===== config.mk =====
export PLATFORM = sky130hd
export DESIGN_NAME = pipe_stage_reg
export DESIGN_NICKNAME = d
export VERILOG_FILES = /design/src/rtl/pipe_stage_reg_pkg.sv /design/src/rtl/pipe_stage_reg.sv
export SDC_FILE = /design/constraint.sdc
export NUM_CORES = 1
export LEC_CHECK = 0
export CORE_ASPECT_RATIO = 1.25
export CORE_MARGIN = 5
export CORE_UTILIZATION = 31
export CTS_BUF_LIST = sky130_fd_sc_hd__clkbuf_8
export DETAILED_ROUTE_END_ITERATION = 16
export SETUP_SLACK_MARGIN = 0.4
export SYNTH_ARGS = -nofsm -noshare
export SYNTH_HDL_FRONTEND = slang
export SYNTH_SLANG_ARGS = --single-unit
export TNS_END_PERCENT = 5

===== constraint.sdc =====
create_clock -name clk -period 2.3 [get_ports clk]
set_clock_uncertainty 0.2 [all_clocks]
set_input_delay 0.69 -clock clk [delete_from_list [all_inputs] [get_ports clk]]
set_output_delay 0.69 -clock clk [all_outputs]
set_load 0.03 [all_outputs]

===== src/rtl/pipe_stage_reg_pkg.sv =====
`default_nettype none
// ============================================================================
// Package     : pipe_pkg
// Description : Shared definitions for the inter-stage pipeline registers.
//               Holds the handshake state encoding and the bit positions of
//               the ID/EX control vector, so that every stage packs and
//               unpacks control bits identically.
// Revision    : 1.0 - initial release
// ============================================================================
package pipe_pkg;

  // Occupancy state of a pipeline stage register.
  typedef enum logic [1:0] {
    ST_EMPTY = 2'd0,  // nothing held
    ST_FULL  = 2'd1,  // main register holds an entry
    ST_SKID  = 2'd2   // main and skid registers both hold entries
  } pipe_state_e;

  // ID/EX control-vector bit positions.
  localparam int CTRL_REG_DEST   = 0;
  localparam int CTRL_BRANCH     = 1;
  localparam int CTRL_MEM_READ   = 2;
  localparam int CTRL_MEM_TO_REG = 3;
  localparam int CTRL_ALU_OP_LO  = 4;
  localparam int CTRL_ALU_OP_HI  = 5;
  localparam int CTRL_MEM_WRITE  = 6;
  localparam int CTRL_ALU_SRC    = 7;
  localparam int CTRL_REG_WRITE  = 8;
  localparam int CTRL_JUMP       = 9;
  localparam int CTRL_IDEX_W     = 10;

endpackage : pipe_pkg
`default_nettype wire


===== src/rtl/pipe_stage_reg.sv =====
`default_nettype none
// ============================================================================
// Module      : pipe_stage_reg
// Description : Generic pipeline stage register carrying a data payload and
//               a control vector between two pipeline stages. Provides a
//               valid/ready handshake backed by a 2-entry skid buffer (full
//               throughput under backpressure), flush with bubble insertion,
//               synchronous reset and a saturating stall counter.
// Revision    : 1.0 - initial release
//
// Ports:
//   clk           in   rising-edge clock
//   reset         in   synchronous active-high reset
//   flush         in   discard every held entry and the same-cycle input
//   in_valid      in   upstream presents an entry
//   in_ready      out  stage can accept an entry (registered)
//   in_data       in   upstream data payload   [DATA_W]
//   in_ctrl       in   upstream control bits   [CTRL_W]
//   out_valid     out  downstream entry valid
//   out_ready     in   downstream accepts this cycle
//   out_data      out  payload from the main register
//   out_ctrl      out  control from the main register, zero when not valid
//   stall_cnt     out  saturating count of out_valid & ~out_ready cycles
//   clr_stall_cnt in   synchronous clear of stall_cnt
// ============================================================================
module pipe_stage_reg
  import pipe_pkg::*;
#(
  parameter int DATA_W      = 128,
  parameter int CTRL_W      = 10,
  parameter int STALL_CNT_W = 16
) (
  input  logic                   clk,
  input  logic                   reset,
  input  logic                   flush,
  input  logic                   in_valid,
  output logic                   in_ready,
  input  logic [DATA_W-1:0]      in_data,
  input  logic [CTRL_W-1:0]      in_ctrl,
  output logic                   out_valid,
  input  logic                   out_ready,
  output logic [DATA_W-1:0]      out_data,
  output logic [CTRL_W-1:0]      out_ctrl,
  output logic [STALL_CNT_W-1:0] stall_cnt,
  input  logic                   clr_stall_cnt
);

  pipe_state_e             state_q, state_d;
  logic                    in_ready_q, in_ready_d;
  logic [DATA_W-1:0]       main_data_q, main_data_d;
  logic [CTRL_W-1:0]       main_ctrl_q, main_ctrl_d;
  logic [DATA_W-1:0]       skid_data_q, skid_data_d;
  logic [CTRL_W-1:0]       skid_ctrl_q, skid_ctrl_d;
  logic [STALL_CNT_W-1:0]  stall_cnt_q, stall_cnt_d;

  logic in_fire;
  logic out_fire;

  assign out_valid = (state_q != ST_EMPTY);
  assign in_ready  = in_ready_q;
  assign in_fire   = in_valid & in_ready_q;
  assign out_fire  = out_valid & out_ready;

  assign out_data  = main_data_q;
  // Masking here turns any invalid cycle (including post-flush) into a bubble
  // without having to clear the main register.
  assign out_ctrl  = out_valid ? main_ctrl_q : '0;
  assign stall_cnt = stall_cnt_q;

  // --------------------------------------------------------------------------
  // Next-state and datapath steering
  // --------------------------------------------------------------------------
  always_comb begin
    state_d     = state_q;
    main_data_d = main_data_q;
    main_ctrl_d = main_ctrl_q;
    skid_data_d = skid_data_q;
    skid_ctrl_d = skid_ctrl_q;

    if (flush) begin
      // Held entries and any same-cycle input are dropped; main keeps its
      // stale payload, which is hidden by the out_ctrl mask.
      state_d = ST_EMPTY;
    end else begin
      unique case (state_q)
        ST_EMPTY: begin
          if (in_fire) begin
            main_data_d = in_data;
            main_ctrl_d = in_ctrl;
            state_d     = ST_FULL;
          end
        end
        ST_FULL: begin
          if (in_fire && out_fire) begin
            main_data_d = in_data;
            main_ctrl_d = in_ctrl;
          end else if (in_fire) begin
            // Downstream stalled while upstream already committed: park the
            // new entry behind the one being presented.
            skid_data_d = in_data;
            skid_ctrl_d = in_ctrl;
            state_d     = ST_SKID;
          end else if (out_fire) begin
            state_d     = ST_EMPTY;
          end
        end
        ST_SKID: begin
          if (out_fire) begin
            main_data_d = skid_data_q;
            main_ctrl_d = skid_ctrl_q;
            state_d     = ST_FULL;
          end
        end
        default: begin
          state_d = ST_EMPTY;
        end
      endcase
    end

    // Ready is registered from the next state so it never depends
    // combinationally on out_ready.
    in_ready_d = (state_d != ST_SKID);
  end

  // --------------------------------------------------------------------------
  // Saturating stall counter
  // --------------------------------------------------------------------------
  always_comb begin
    stall_cnt_d = stall_cnt_q;
    if (clr_stall_cnt) begin
      stall_cnt_d = '0;
    end else if (out_valid && !out_ready && !(&stall_cnt_q)) begin
      stall_cnt_d = stall_cnt_q + {{(STALL_CNT_W-1){1'b0}}, 1'b1};
    end
  end

  // --------------------------------------------------------------------------
  // Registers
  // --------------------------------------------------------------------------
  always_ff @(posedge clk) begin
    if (reset) begin
      state_q     <= ST_EMPTY;
      in_ready_q  <= 1'b1;
      main_data_q <= '0;
      main_ctrl_q <= '0;
      skid_data_q <= '0;
      skid_ctrl_q <= '0;
      stall_cnt_q <= '0;
    end else begin
      state_q     <= state_d;
      in_ready_q  <= in_ready_d;
      main_data_q <= main_data_d;
      main_ctrl_q <= main_ctrl_d;
      skid_data_q <= skid_data_d;
      skid_ctrl_q <= skid_ctrl_d;
      stall_cnt_q <= stall_cnt_d;
    end
  end

endmodule : pipe_stage_reg
`default_nettype wire


==> results of run 1 <==
-- worst max path at each step --
stage	depth (start not counted)	end	startpoint
final	5	out_ctrl[1]	state_q[0]$_SDFF_PP0_
after global routing	5	out_ctrl[1]	state_q[0]$_SDFF_PP0_
after CTS	5	out_ctrl[1]	state_q[0]$_SDFF_PP0_
after detailed placement	7	out_data[126]$_SDFFE_PP0P_	out_ready
after global placement	6	stall_cnt[12]$_SDFFE_PP0P_	out_ready
after floorplan	7	out_data[65]$_SDFFE_PP0P_	in_valid
-- where the power goes --
group	internal, µW	switching (µW)	total (µW)
clock	2850	2140	5000
sequential	5320	170	5490
combinational	1000	1110	2110
total	9170	3430	12600
-- layout by cell type, fill, tap and decap left out, types with 66 or more instances in the layout --
master / Yosys / layout
dfxtp_1: 295 / 148
a21oi_1: 288 / 215
a21oi_2: 0 / 66
dfxtp_2: 0 / 127
clkdlybuf4s50_1: 0 / 139
mux2i_1: 139 / 114
nand2_1: 288 / 185
buf_6: 14 / 156
a311oi_1: 138 / 77
clkbuf_8: 0 / 69
-- what timing repair did --
item,CTS,global route
gates cloned,0,0
pin swaps,1,222
gates resized for setup,1042,577
setup buffers,13,10
endpoints found under the setup margin,413,446
-- cell usage after synthesis (2+ instances only) --
library cell	instances	area [µm²]
o31ai_1	3	22.5
nand3_2	2	20.0
nand3_1	6	30.0
o311ai_0	2	17.5
dfxtp_1	295	5910
and3_1	2	12.5
xnor2_1	2	17.5
inv_1	4	15.0
or3_1	8	50.1
or4_1	4	30.0
nor3_1	2	10.0
o41ai_1	3	26.3
and4_1	2	17.5
a21oi_1	288	1440
mux2i_1	139	1390
o21ai_0	5	25.0
buf_2	52	260
nor2_1	4	15.0
nand2_1	288	1080
buf_6	14	158
nor2b_1	10	62.6
nand4_1	5	31.3
clkbuf_1	70	263
nand2b_1	2	12.5
a311oi_1	138	1210
buf_4	6	45.0
-- metrics by stage --
stage	setup slack (ps)	hold WS [ps]	area (µm²)	TNS, ps	total power (µW)
after floorplan	311	236	12400	0	6450
after global placement	-277	240	16300	-62880	7310
after detailed placement	-342	246	16300	-75210	7340
after CTS	-172	180	17800	-1070	12500
after global routing	-188	198	19700	-1590	13100
final	-104	236	19700	-799	12600
-- worst register-to-register path, stage by stage (launching register included) --
cell and delay (ps):
dfxtp_2 330, buf_4 160, nand3b_1 230, or3_4 500
buf_16 290, nand2_2 190, a21oi_1 70
-- layout make-up --
class,instances,area (µm²),share of cell area
Antenna cell,5,12.5,0.000636
Clock buffer,68,936,0.0476
Clock inverter,23,151,0.00769
Inverter,5,26.3,0.00134
Multi-Input combinational cell,931,7210,0.367
Sequential cell,295,6140,0.312
Tap cell,498,623,0.0317
Timing Repair Buffer,396,4580,0.233
-- metal layers --
layer | global-route usage | up-vias | part of all wire
met4 | 0.0599 | 0 | 0.027
met5 | 0 | - | 0
li1 | - | 5616 | -
met3 | 0.0456 | 67 | 0.061
met1 | 0.201 | 5588 | 0.40
met2 | 0.291 | 306 | 0.51
-- cells by family (layout without fill, tap and decap cells) --
| kind of cell | Yosys count | after routing | share of synthesized area |
|---|---|---|---|
| compound gates | 447 | 447 | 0.229 |
| flops | 295 | 295 | 0.479 |
| simple gates | 342 | 342 | 0.116 |
| other cells | 0 | 5 | 0 |
| xor+xnor | 2 | 2 | 0.00142 |
| mux | 139 | 139 | 0.113 |
| fa+ha+maj | 1 | 1 | 0.00101 |
| buf+inv | 148 | 492 | 0.0606 |
-- flip-flops by register name, summed over array words and instances, names as in the netlist --
signal / cells
skid_data_q: 128
out_data: 128
skid_ctrl_q: 10
state_q: 2
in_ready: 1
stall_cnt: 16
main_ctrl_q: 10
==> flow_metrics.env, run 1 <==
export IMPL_grt_pass1_wl_um=60800
export IMPL_crit_path_max_incr_delay_ps=360
export IMPL_max_cap_violations=0
export IMPL_syn_num_nets=1519
export IMPL_timing_rr_start="state_q[1]$_SDFF_PP0_"
export IMPL_timing_critical_path_cells="nor2_4 -> buf_12 -> buf_12 -> nor2b_4 -> buf_12"
export IMPL_yosys_cell_types_count=44
export IMPL_chipHeight_um=233
export IMPL_grt_util_all_layers=0.168
export IMPL_grt_antenna_before_repair=6
export IMPL_post_route_period_util=1.05
export IMPL_worstPathMaxFanout=7
export IMPL_period_minus_slack_ps=2400
export IMPL_gp_congestion=0.799
export IMPL_hold_path_class="input pin to flop"
export IMPL_r2r_setup_slack_ps=180
export IMPL_cts_inserted_buffers=50
export IMPL_die_area_um2=43900
export IMPL_clock_root_buffer="clkbuf_8"
export IMPL_ys_warnings_count=0
export IMPL_leakagePower_uw=0.00762
export IMPL_place_port_buffers=299
export IMPL_failed_checks="negative setup slack"
export IMPL_setup_slack_ps=-104
export IMPL_fp_dieW_um=188
export IMPL_synth_ff_latch_count=295
export IMPL_ios=300
export IMPL_route_vias_total=11600
export IMPL_worstMarginPinSlew_ps=682
export IMPL_drc_errors=0
export IMPL_slowest_stage="dfxtp_2"
export IMPL_cts_max_path_buffers=3
export IMPL_antenna_violating_nets_post_route=0
export IMPL_number_of_buffer_and_inverter_stages_on_the_critical_path=3
export IMPL_timing_rr_end="skid_ctrl_q[7]$_SDFFE_PP0P_"
export IMPL_syn_to_final_growth_pct=59.5
export IMPL_critPathRequiredTime_ps=1410
export IMPL_timing_reg2reg_worst_path_depth=6
export IMPL_worstHoldEndpoint="skid_data_q[33]$_SDFFE_PP0P_"
export IMPL_finalHoldViolCount=0
export IMPL_timing_critical_path_mode_cell="buf_12"
export IMPL_place_detailed_instances=2102
export IMPL_detailedRoute_firstPassIterationCount=5
export IMPL_synth_edf_count=0
export IMPL_p_per_area_nw_per_um2=640
export IMPL_cts_tree="yes"
export IMPL_core_rowCount=81
export IMPL_min_path_cells=2
export IMPL_timing_critical_path_arrival_ps=1510
export IMPL_layout_core_utilization=0.502
export IMPL_setup_viol=9
export IMPL_ir_worst_vdd_uv=555
export IMPL_synth_cell_area_um2=12300
export IMPL_synth_sequential_area_ratio=0.479
export IMPL_clock_sink_count=295
export IMPL_vias_per_cell=5.21
export IMPL_grt_start_max_net_pins=124
export IMPL_place_hpwl_um=26700
export IMPL_worst_slew_margin_rel=0.545
export IMPL_via_count_of_the_first_global_routing_pass=11000
export IMPL_start_util=0.315
export IMPL_grt_setup_unrepaired="yes"
export IMPL_design_final_nets=1824
export IMPL_cell_family_contributing_the_most_delay_on_the_critical_path="buffers and inverters"
export IMPL_cts_clk_slew_worst_paths_ps=60
export IMPL_slew_viol_final=0
export IMPL_timing_hold_worst_start="reset"
export IMPL_synthFlopType="dfxtp_1"
export IMPL_final_layout_fill_cell_count=3516
export IMPL_drive_above_1_share=0.449
export IMPL_achievable_frequency_mhz=416
export IMPL_fp_coreArea_um2=39200
export IMPL_status="finished, violations left"
export IMPL_synthCells=1374
export IMPL_post_layout_nonfiller_instances=2221
export IMPL_avgSynthCellArea_um2=8.98
export IMPL_htree_levels=2
export IMPL_grt_overflow_total=0
export IMPL_insertion_delay_ps=580
export IMPL_critical_path_class="flop to output port"
export IMPL_critical_path_end_type="output port"
export IMPL_ys_async_sr_fraction=0
export IMPL_postRouteWirelength_um=40800
export IMPL_post_cts_hold_buffer_count=0
export IMPL_detailedRoute_firstIterationViolations=659
export IMPL_routedWlPerCell_um=18.4
export IMPL_start_kind="flop"
No activity file was read; power rests on OpenSTA's default activity.
==> run 2: changes to the inputs <==
--- a/config.mk
+++ b/config.mk
@@ -5,11 +5,14 @@
 export SDC_FILE = /design/constraint.sdc
 export NUM_CORES = 1
 export LEC_CHECK = 0
+export CELL_PAD_IN_SITES_DETAIL_PLACEMENT = 1
+export CELL_PAD_IN_SITES_GLOBAL_PLACEMENT = 2
 export CORE_ASPECT_RATIO = 1.25
 export CORE_MARGIN = 5
-export CORE_UTILIZATION = 31
+export CORE_UTILIZATION = 30
 export CTS_BUF_LIST = sky130_fd_sc_hd__clkbuf_8
 export DETAILED_ROUTE_END_ITERATION = 16
+export PLACE_DENSITY = 0.9
 export SETUP_SLACK_MARGIN = 0.4
 export SYNTH_ARGS = -nofsm -noshare
 export SYNTH_HDL_FRONTEND = slang
==> run 2 against run 1 <==
The flow still finishes with violations (negative setup slack); non-clock buffer count down 2; combinational power hardly changed; critical path depth unchanged; via count grew 2.0%; critical path type unchanged; largest power group unchanged.
==> flow_metrics.env, run 2 (synthesis results as in run 1) <==
export IMPL_status="finished, violations left"
export IMPL_failed_checks="negative setup slack"
export IMPL_syn_to_final_growth_pct=57.3
export IMPL_total_power_uw=12400
export IMPL_grt_util_all_layers=0.183
export IMPL_worstMarginPinSlew_ps=588
export IMPL_period_minus_slack_ps=2430
export IMPL_hold_path_class="flop to flop"
export IMPL_cts_max_path_buffers=3
export IMPL_r2r_setup_slack_ps=160
export IMPL_route_vias_total=11800
export IMPL_grt_overflow_total=0
export IMPL_critical_path_class="flop to output port"
export IMPL_finalHoldViolCount=0
export IMPL_core_rowCount=83
export IMPL_start_kind="flop"
export IMPL_gp_congestion=0.789
export IMPL_detailedRoute_firstIterationViolations=519
export IMPL_seq_power_share=0.445
export IMPL_setup_slack_ps=-128
export IMPL_vias_per_cell=5.19
export IMPL_timing_reg2reg_worst_path_depth=6
export IMPL_max_cap_violations=0
export IMPL_netSwitchingFraction=0.286
export IMPL_combPwrFrac=0.171
export IMPL_p_per_area_nw_per_um2=637
export IMPL_timing_rr_start="state_q[1]$_SDFF_PP0_"
export IMPL_detailedRoute_firstPassIterationCount=4
export IMPL_critPathRequiredTime_ps=1410
export IMPL_drc_errors=0
export IMPL_htree_levels=2
export IMPL_switchingPower_uw=3540
export IMPL_clock_sink_count=295
export IMPL_internal_power_uw=8820
export IMPL_place_hpwl_um=28700
export IMPL_start_util=0.302
export IMPL_worst_slew_margin_rel=0.608
export IMPL_routedWlPerCell_um=20.1
export IMPL_place_port_buffers=299
export IMPL_worstHoldEndpoint="skid_data_q[67]$_SDFFE_PP0P_"
export IMPL_worstPathMaxFanout=4
export IMPL_leakagePower_uw=0.00764
export IMPL_via_count_of_the_first_global_routing_pass=12200
export IMPL_post_cts_hold_buffer_count=0
export IMPL_clock_root_buffer="clkbuf_8"
export IMPL_slew_viol_final=0
export IMPL_timing_hold_worst_start="skid_data_q[67]$_SDFFE_PP0P_"
export IMPL_grt_pass1_wl_um=67500
export IMPL_antenna_violating_nets_post_route=0
export IMPL_ir_worst_vdd_uv=444
export IMPL_setup_viol=11
export IMPL_dpl_worst_slack_ps=-419
export IMPL_timing_rr_end="out_data[93]$_SDFFE_PP0P_"
export IMPL_chipHeight_um=237
export IMPL_die_area_um2=45300
export IMPL_fp_dieW_um=191
export IMPL_post_route_period_util=1.06
export IMPL_critical_path_end_type="output port"
export IMPL_postRouteWirelength_um=45800
export IMPL_design_final_nets=1824
export IMPL_layout_commonest_cell="nand2_1"
export IMPL_min_path_cells=2
export IMPL_cts_tree="yes"
export IMPL_ios=300
export IMPL_grt_setup_unrepaired="yes"
export IMPL_insertion_delay_ps=580
export IMPL_drive_above_1_share=0.405
export IMPL_timing_critical_path_arrival_ps=1540
export IMPL_grt_start_max_net_pins=107
export IMPL_final_cell_mix="nand2_1, a21oi_1, buf_6, dfxtp_1, clkdlybuf4s50_1"
export IMPL_clockPowerShare=0.384
export IMPL_cts_clk_slew_worst_paths_ps=60
export IMPL_fp_coreArea_um2=40900
export IMPL_cts_inserted_buffers=52
export IMPL_achievable_frequency_mhz=412
export IMPL_grt_antenna_before_repair=7
## run 2: cell count changes in the layout (fill, tap and decap cells not counted), moves of 10 or more
| cell | change |
|---|---|
| a21oi_1 | -28 |
| a21oi_4 | +35 |
| a311oi_1 | +26 |
| a311oi_2 | -26 |
| buf_12 | -17 |
| buf_4 | +10 |
| dfxtp_2 | -29 |
| dfxtp_4 | +29 |
| mux2i_1 | +19 |
| mux2i_2 | -12 |
| nand2_1 | +47 |
| nand2_2 | -32 |
| nand2_4 | -15 |
## run 2: power groups by stage
stage	Sequential, µW	Clock [µW]	Combinational (µW)
after floorplan	5820	0	629
after global placement	5530	0	1750
after detailed placement	5530	0	1800
after CTS	5460	4890	1830
after global routing	5520	5140	2240
final	5500	4740	2110
## run 2: worst max-delay path: stages, from the launching register on
cell,delay (ps)
dfxtp_2,350
nor2_4,60
buf_6,120
buf_16,130
nor2b_4,150
buf_6,150
## run 2: through the flow
stage,instances,instance area [µm²],TNS (ps),utilization,hold slack (ps)
3_5_place_dp,2157,16200,-79970,0.397,246
6_report,2273,19400,-876,0.474,253
3_3_place_gp,2157,16200,-70630,0.397,241
2_1_floorplan,1374,12400,0,-,236
5_1_grt,2272,19400,-1820,0.474,268
4_1_cts,2261,17700,-1360,0.433,255
## run 2: cell type report
class	instances	area (µm²)
repair buffers	394	4380
well taps	552	691
multi-input cells	931	7080
fillers	4473	21500
inverters	5	33.8
diodes	4	10.0
flip-flops and latches	295	6210
clock inverters	30	153
clock buffers	62	853
## run 2: timing repair
action,in CTS,in global routing
buffers inserted,11,8
resized for setup,1050,547
setup endpoints to repair,368,445
pin swaps,1,281
cloned,1,0
## run 2: worst max-delay path by stage
stage | startpoint | to | slack (ps) | cells after the start
after detailed placement | in_valid | out_data[23]$_SDFFE_PP0P_ | -420 | 6
after floorplan | in_valid | out_data[65]$_SDFFE_PP0P_ | 310 | 7
final | state_q[0]$_SDFF_PP0_ | out_ctrl[5] | -130 | 5
after global routing | state_q[0]$_SDFF_PP0_ | out_ctrl[5] | -220 | 5
after CTS | state_q[1]$_SDFF_PP0_ | out_ctrl[5] | -180 | 5
after global placement | out_ready | stall_cnt[13]$_SDFFE_PP0P_ | -330 | 6
## run 2: layer usage
layer,part of all wire,vias to the layer above,GRT usage
met4,0.034,2,0.0666
met1,0.39,5822,0.211
li1,-,5627,-
met2,0.52,269,0.320
met3,0.056,88,0.0507
met5,0.00031,-,0
